--- src/rtl/ram_arb_rr.sv ---
// ram_arb_rr: two-requester round-robin arbiter in front of a single-port RAM (1-cycle read latency).
// Define RAM_ARB_CLEAR_EN to enable the INIT_VAL clear sweep at reset and on the clear input.
module ram_arb_rr #(
  parameter int               WIDTH    = 8,
  parameter int               DEPTH    = 64,
  parameter int               LG_DEPTH = 6,
  parameter logic [WIDTH-1:0] INIT_VAL = '0
) (
  input  logic                clk,
  input  logic                rst_n,
  input  logic                req0_valid,
  output logic                req0_ready,
  input  logic                req0_we,
  input  logic [LG_DEPTH-1:0] req0_addr,
  input  logic [WIDTH-1:0]    req0_wdata,
  output logic                rsp0_valid,
  output logic [WIDTH-1:0]    rsp0_rdata,
  input  logic                req1_valid,
  output logic                req1_ready,
  input  logic                req1_we,
  input  logic [LG_DEPTH-1:0] req1_addr,
  input  logic [WIDTH-1:0]    req1_wdata,
  output logic                rsp1_valid,
  output logic [WIDTH-1:0]    rsp1_rdata,
  input  logic                clear,
  output logic                busy,
  output logic                ram_en,
  output logic                ram_we,
  output logic [LG_DEPTH-1:0] ram_addr,
  output logic [WIDTH-1:0]    ram_din,
  input  logic [WIDTH-1:0]    ram_dout
);

  localparam logic [0:0]          S_CLEAR   = 1'b0;
  localparam logic [0:0]          S_SERVE   = 1'b1;
  localparam logic [LG_DEPTH-1:0] LAST_ADDR = LG_DEPTH'(DEPTH - 1);

  logic [0:0]          w_state;
  logic [LG_DEPTH-1:0] w_clr_addr;
  logic                w_clear_req;
  logic                w_serve;
  logic                w_gnt0;
  logic                w_gnt1;
  logic                r_last_grant;
  logic                r_rsp0_valid;
  logic                r_rsp1_valid;

`ifdef RAM_ARB_CLEAR_EN
  logic [0:0]          r_state;
  logic [LG_DEPTH-1:0] r_clr_cnt;

  // Sweep writes every address once; the counter wraps to 0 on the last one.
  always_ff @(posedge clk or negedge rst_n) begin
    if (!rst_n) begin
      r_state   <= S_CLEAR;
      r_clr_cnt <= '0;
    end else if (r_state == S_CLEAR) begin
      r_clr_cnt <= r_clr_cnt + LG_DEPTH'(1);
      if (r_clr_cnt == LAST_ADDR) begin
        r_state <= S_SERVE;
      end
    end else if (clear) begin
      r_state   <= S_CLEAR;
      r_clr_cnt <= '0;
    end
  end

  assign w_state     = r_state;
  assign w_clr_addr  = r_clr_cnt;
  assign w_clear_req = clear;
`else
  logic [LG_DEPTH:0] w_unused_cfg;

  assign w_state      = S_SERVE;
  assign w_clr_addr   = '0;
  assign w_clear_req  = 1'b0;
  assign w_unused_cfg = {clear, LAST_ADDR};
`endif

  // r_last_grant = 1 means requester 1 won the last grant, so requester 0 wins a tie.
  assign w_serve = (w_state == S_SERVE) && !w_clear_req;
  assign w_gnt0  = w_serve && req0_valid && (!req1_valid || r_last_grant);
  assign w_gnt1  = w_serve && req1_valid && (!req0_valid || !r_last_grant);

  always_comb begin
    ram_en   = 1'b0;
    ram_we   = 1'b0;
    ram_addr = '0;
    ram_din  = '0;
    if (w_state == S_CLEAR) begin
      ram_en   = 1'b1;
      ram_we   = 1'b1;
      ram_addr = w_clr_addr;
      ram_din  = INIT_VAL;
    end else if (w_gnt0) begin
      ram_en   = 1'b1;
      ram_we   = req0_we;
      ram_addr = req0_addr;
      ram_din  = req0_wdata;
    end else if (w_gnt1) begin
      ram_en   = 1'b1;
      ram_we   = req1_we;
      ram_addr = req1_addr;
      ram_din  = req1_wdata;
    end
  end

  always_ff @(posedge clk or negedge rst_n) begin
    if (!rst_n) begin
      r_last_grant <= 1'b1;
      r_rsp0_valid <= 1'b0;
      r_rsp1_valid <= 1'b0;
    end else begin
      if (w_gnt0) begin
        r_last_grant <= 1'b0;
      end else if (w_gnt1) begin
        r_last_grant <= 1'b1;
      end
      r_rsp0_valid <= w_gnt0 && !req0_we;
      r_rsp1_valid <= w_gnt1 && !req1_we;
    end
  end

  assign req0_ready = w_gnt0;
  assign req1_ready = w_gnt1;
  assign rsp0_valid = r_rsp0_valid;
  assign rsp1_valid = r_rsp1_valid;
  assign rsp0_rdata = ram_dout;
  assign rsp1_rdata = ram_dout;
  assign busy       = (w_state == S_CLEAR);

endmodule

--- config.mk ---
export PLATFORM = sky130hd
export DESIGN_NAME = ram_arb_rr
export DESIGN_NICKNAME = d
export VERILOG_FILES = /design/src/rtl/ram_arb_rr.sv
export SDC_FILE = /design/constraint.sdc
export NUM_CORES = 1
export LEC_CHECK = 0
export BUFFER_PORTS_ARGS = -buffer_cell sky130_fd_sc_hd__buf_2
export CAP_MARGIN = 20
export CELL_PAD_IN_SITES_DETAIL_PLACEMENT = 1
export CELL_PAD_IN_SITES_GLOBAL_PLACEMENT = 2
export CORE_ASPECT_RATIO = 0.5
export CORE_MARGIN = 4
export CORE_UTILIZATION = 12
export CTS_CLUSTER_DIAMETER = 200
export CTS_CLUSTER_SIZE = 10
export DETAILED_ROUTE_END_ITERATION = 12
export PLACE_DENSITY_LB_ADDON = 0.25
export SETUP_SLACK_MARGIN = 0.4
export SLEW_MARGIN = 10
export SYNTH_ARGS = -nofsm -noshare
export SYNTH_HDL_FRONTEND = slang
export SYNTH_SLANG_ARGS = --single-unit
--- constraint.sdc ---
create_clock -name clk -period 2.3 [get_ports clk]
set_input_delay 0.23 -clock clk [delete_from_list [all_inputs] [get_ports clk]]
set_output_delay 0.23 -clock clk [all_outputs]
set_load 0.01 [all_outputs]
Word level (Yosys, flattened, before mapping) --
Cells that the tools add are included.
Word-level totals: register bits after elaboration 3, output and inout port bits 37
Operators by class: multiplexer cells 10, reduce and logical (&&, ||, !) cells 12
Operators by type and width (number):
- 8-bit 2-to-1 mux | 2
- 6-bit 2-to-1 mux | 2
- 1-bit 2-to-1 mux | 6
- 1-bit zero test | 5
- 1-bit logical AND | 4
- 1-bit logical OR | 2
- 2-bit nonzero test | 1

Depth between registers and ports, before layout --
depth in word-level cells 5, depth in mapped cells 4, depth with buffers taken out 2

Worst setup path before layout --
Ideal clock, no wire load.
path kind reg-to-output, start register r_last_grant, end output ram_addr[4], arrival time 1.100 ns, cell stages (with the launch flop) 5, path slack 0.970 ns, cell sequence dfstp_2 -> nand2b_1 -> buf_6 -> buf_8 -> a32o_1
Between the ends: word-level cells in the longest chain between the ends 5, elaborated cells on any way between the ends 7, classes of those cells mux: 2; reduce/logical: 5
Ends and longest elaborated chain:
- start: declaration | RTL line 44 | logic r_last_grant;
- start signal: assignment | RTL line 110 | r_last_grant <= 1'b1;
- start signal: assignment | RTL line 115 | r_last_grant <= 1'b0;
- start signal: assignment | RTL line 117 | r_last_grant <= 1'b1;
- 1-bit zero test | RTL line 83 | assign w_gnt1 = w_serve && req1_valid && (!req0_valid || !r_last_grant);
- 1-bit logical OR | RTL line 83
- 1-bit logical AND | RTL line 83
- 6-bit 2-to-1 mux | RTL line 100 | end else if (w_gnt1) begin
- 6-bit 2-to-1 mux (*) | RTL line 95 | end else if (w_gnt0) begin
- end: declaration | RTL line 29 | output logic [LG_DEPTH-1:0] ram_addr,
Mark *: on every way between the ends. The rest lies on a longest branch, timed or not.

Final worst setup path --
start register r_last_grant, end output ram_din[0]
Between the ends: word-level cells in the longest chain between the ends 5, elaborated cells on any way between the ends 7, classes of those cells mux: 2; reduce/logical: 5
Ends and longest elaborated chain:
- 1-bit zero test | RTL line 83
- 1-bit logical OR | RTL line 83
- 1-bit logical AND | RTL line 83
- 8-bit 2-to-1 mux | RTL line 100
- 8-bit 2-to-1 mux (*) | RTL line 95
- end: declaration | RTL line 30 | output logic [WIDTH-1:0] ram_din,
Marks and branches as above.

==> out/qor.yml <==
global_routing:
  antenna_found_initial: 0
  grt_overflow: 0
  grt_max_degree: 21
  grt_use_total: 0.07614
  grt_pass1_vias: 505
  grt_pass1_wl_um: 2766
floorplanning:
  start_util: 0.1298
  num_rows: 15
  die_area_mm2: 0.005000
  die_height_um: 52.04
  design.core.area_mm2: 0.003585
  ioPinCount: 80
  die_x_um: 96.08
cts:
  cts_tree: "built"
  post-cts-setup-buffers: 0
  htree_num_levels: 1
  cts_buffers: 3
  clk_pin_slew_ns: 0.03
  clkLatencyLatePin_ns: 0.22
  clk_path_buf_depth: 2
  cts_root_buffer: "clkbuf_8"
  cts_resized: 0
  cts_sinks: 3
route:
  vias_per_cell: 3.730
  route.detailed.drc: 0
  dr_total_vias: 511
  drt_wl_total_um: 1906
  wire_per_inst_um: 13.91
  drt_pre_antenna_iters: 4
  drt_iter0_drc: 28
  detail-route-antenna-nets: 0
synth:
  yosys.area.top_type: "a32o_1"
  yosys-top-cells-area: "a32o_1 (32%), buf_4 (29%), dfrtp_1 (11%)"
  syn_area_per_cell_um2: 9.499
  ys_types: 16
  seq_area_frac_synth: 0.1640
  syn-cell-area_um2: 465.4
  ys_top_cells_by_count: "buf_4 (18), a32o_1 (15), buf_2 (2), dfrtp_1 (2)"
  yosysMostFrequentCell: "buf_4"
  ys_warn_count: 0
  synth_ff_type: "dfrtp_1"
  synth_edf_count: 0
  synth_seq_cells: 3
  syn-num-nets: 92
  syn_inst: 49
  async_flop_share: 1.000
  synth_top_area_share: 0.3226
sta:
  fmax_mhz: 582.8
  finClkSkew_ns: 0.0007955
  drv_slew: 0
  setup_violations: 0
  min_period_ns: 1.716
  fin_setup_tns_ns: 0
  hold_viol_final: 0
  finalCritPeriodShare: 0.7460
  rsz0062_at_grt: "false"
final_layout:
  multiInputGateArea_um2: 217.7
  utilization: 0.1913
  drive_gt1_frac: 0.7209
  fillers: 438
  nets: 130
  antenna_cells: 0
  design_area_um2: 685.7
  syn2layout_area_growth_pct: 47.31
  final-seq-area_um2: 76.32
  final_cell_count_no_fill: 137
critical_path:
  worstPathArrival_ns: 1.49
  crit_fanout: 15
  path_depth: 4
  path_buf_inv: 2
  path_cells: "nand2b_1 -> buf_4 -> a32o_1 -> buf_2"
  startpoint_type: "flip-flop"
  critical-path-top-delay-family: "flip-flops"
  rr_worst_depth: 3
  crit_path_top_delay_cell: "dfstp_2"
  cp-end-kind: "output pin"
  cpPeakStageDelay_ns: 0.56
  worstPathRequired_ns: 2.07
  worst-setup-path-type: "flip-flop to output pin"
worst_hold_path:
  hold_class: "input port to flip-flop"
  min_path_cells: 2
power:
  vdd_drop_max_v: 0.00009130
  powerDensity_mw_per_mm2: 528.3
  p_leak_uw: 0.0003513
status:
  status: "completed"
placed_design:
  io_buffers: 53
  gp_congestion: 0.6793
  place_inst: 132
  place_area_um2: 630.6
run:
  max-cap-violations: 0
-- metal layers --
metal	routed length [um]	vias to the layer above	GRT usage	share of wire
li1	-	246	-	-
met1	730	247	0.08554	0.38
met2	1046	7	0.1257	0.55
met3	55	11	0.01012	0.029
met4	74	0	0.07075	0.039
met5	0	-	0	0
-- power by group --
part | switching (uW) | total, uW | internal [uW]
clock network | 35.5 | 154 | 118
registers | 4.39 | 64.4 | 60.0
logic | 71.8 | 144 | 72.2
total | 112 | 362 | 251
-- cells by family (layout without fill, tap and decap cells) --
kind of cell | after synthesis | after routing | synth area share
AOI/OAI and AO/OA | 17 | 17 | 0.3736
buffers and inverters | 22 | 59 | 0.3683
DFF | 3 | 3 | 0.1640
other | 1 | 1 | 0.008057
and+or+nand+nor | 6 | 6 | 0.08605
-- timing repair --
item	CTS	global route
endpoints found under the setup margin	0	0
hold buffers	1	0
endpoints found under the hold margin	3	0
-- through the flow --
stage	hold slack, ns	total power (uW)	worst slack [ns]
final	0.1819	362.3	0.5842
after CTS	0.1805	369.1	0.5656
after global routing	0.1873	385.4	0.5031
after detailed placement	0.02730	209.9	0.7728
after floorplan	-0.06559	176.6	0.9702
after global placement	0.02654	210.9	0.7605
-- path summary, 6_finish.rpt --
check                             start           end  slack (ns)
min in group asynchronous         rst_n    rsp0_valid        0.34
setup reg to reg           r_last_grant    rsp0_valid        1.08
max in group asynchronous         rst_n  r_last_grant        1.77
hold / removal                  req1_we    rsp1_valid        0.18
setup / recovery           r_last_grant    ram_din[0]        0.58
hold reg to reg            r_last_grant  r_last_grant        0.52
-- final cells by class --
class / count / share of cell area
timing repair buffer: 55 / 0.4124
sequential: 3 / 0.1113
clock buffer: 4 / 0.06569
tap: 51 / 0.09307
multi-input combinational: 24 / 0.3175
-- sequential cells by signal, indices dropped and copies added, names as in the netlist --
| name | cells |
|---|---|
| r_last_grant | 1 |
| rsp0_valid | 1 |
| rsp1_valid | 1 |
-- layout by cell type (no fill, tap or decap) --
cell type       n
dlygate4sd3_1   1
or2_2           1
nor2b_1         1
dfrtp_1         2
and3b_2         1
conb_1          1
buf_4           1
dfstp_2         1
a32o_1         15
nand2b_1        1
clkbuf_8        3
a21oi_1         1
and2_2          1
nor2_1          1
a21boi_4        1
clkbuf_1        1
buf_2          53
Note: power is estimated with default switching activity, not from simulation.
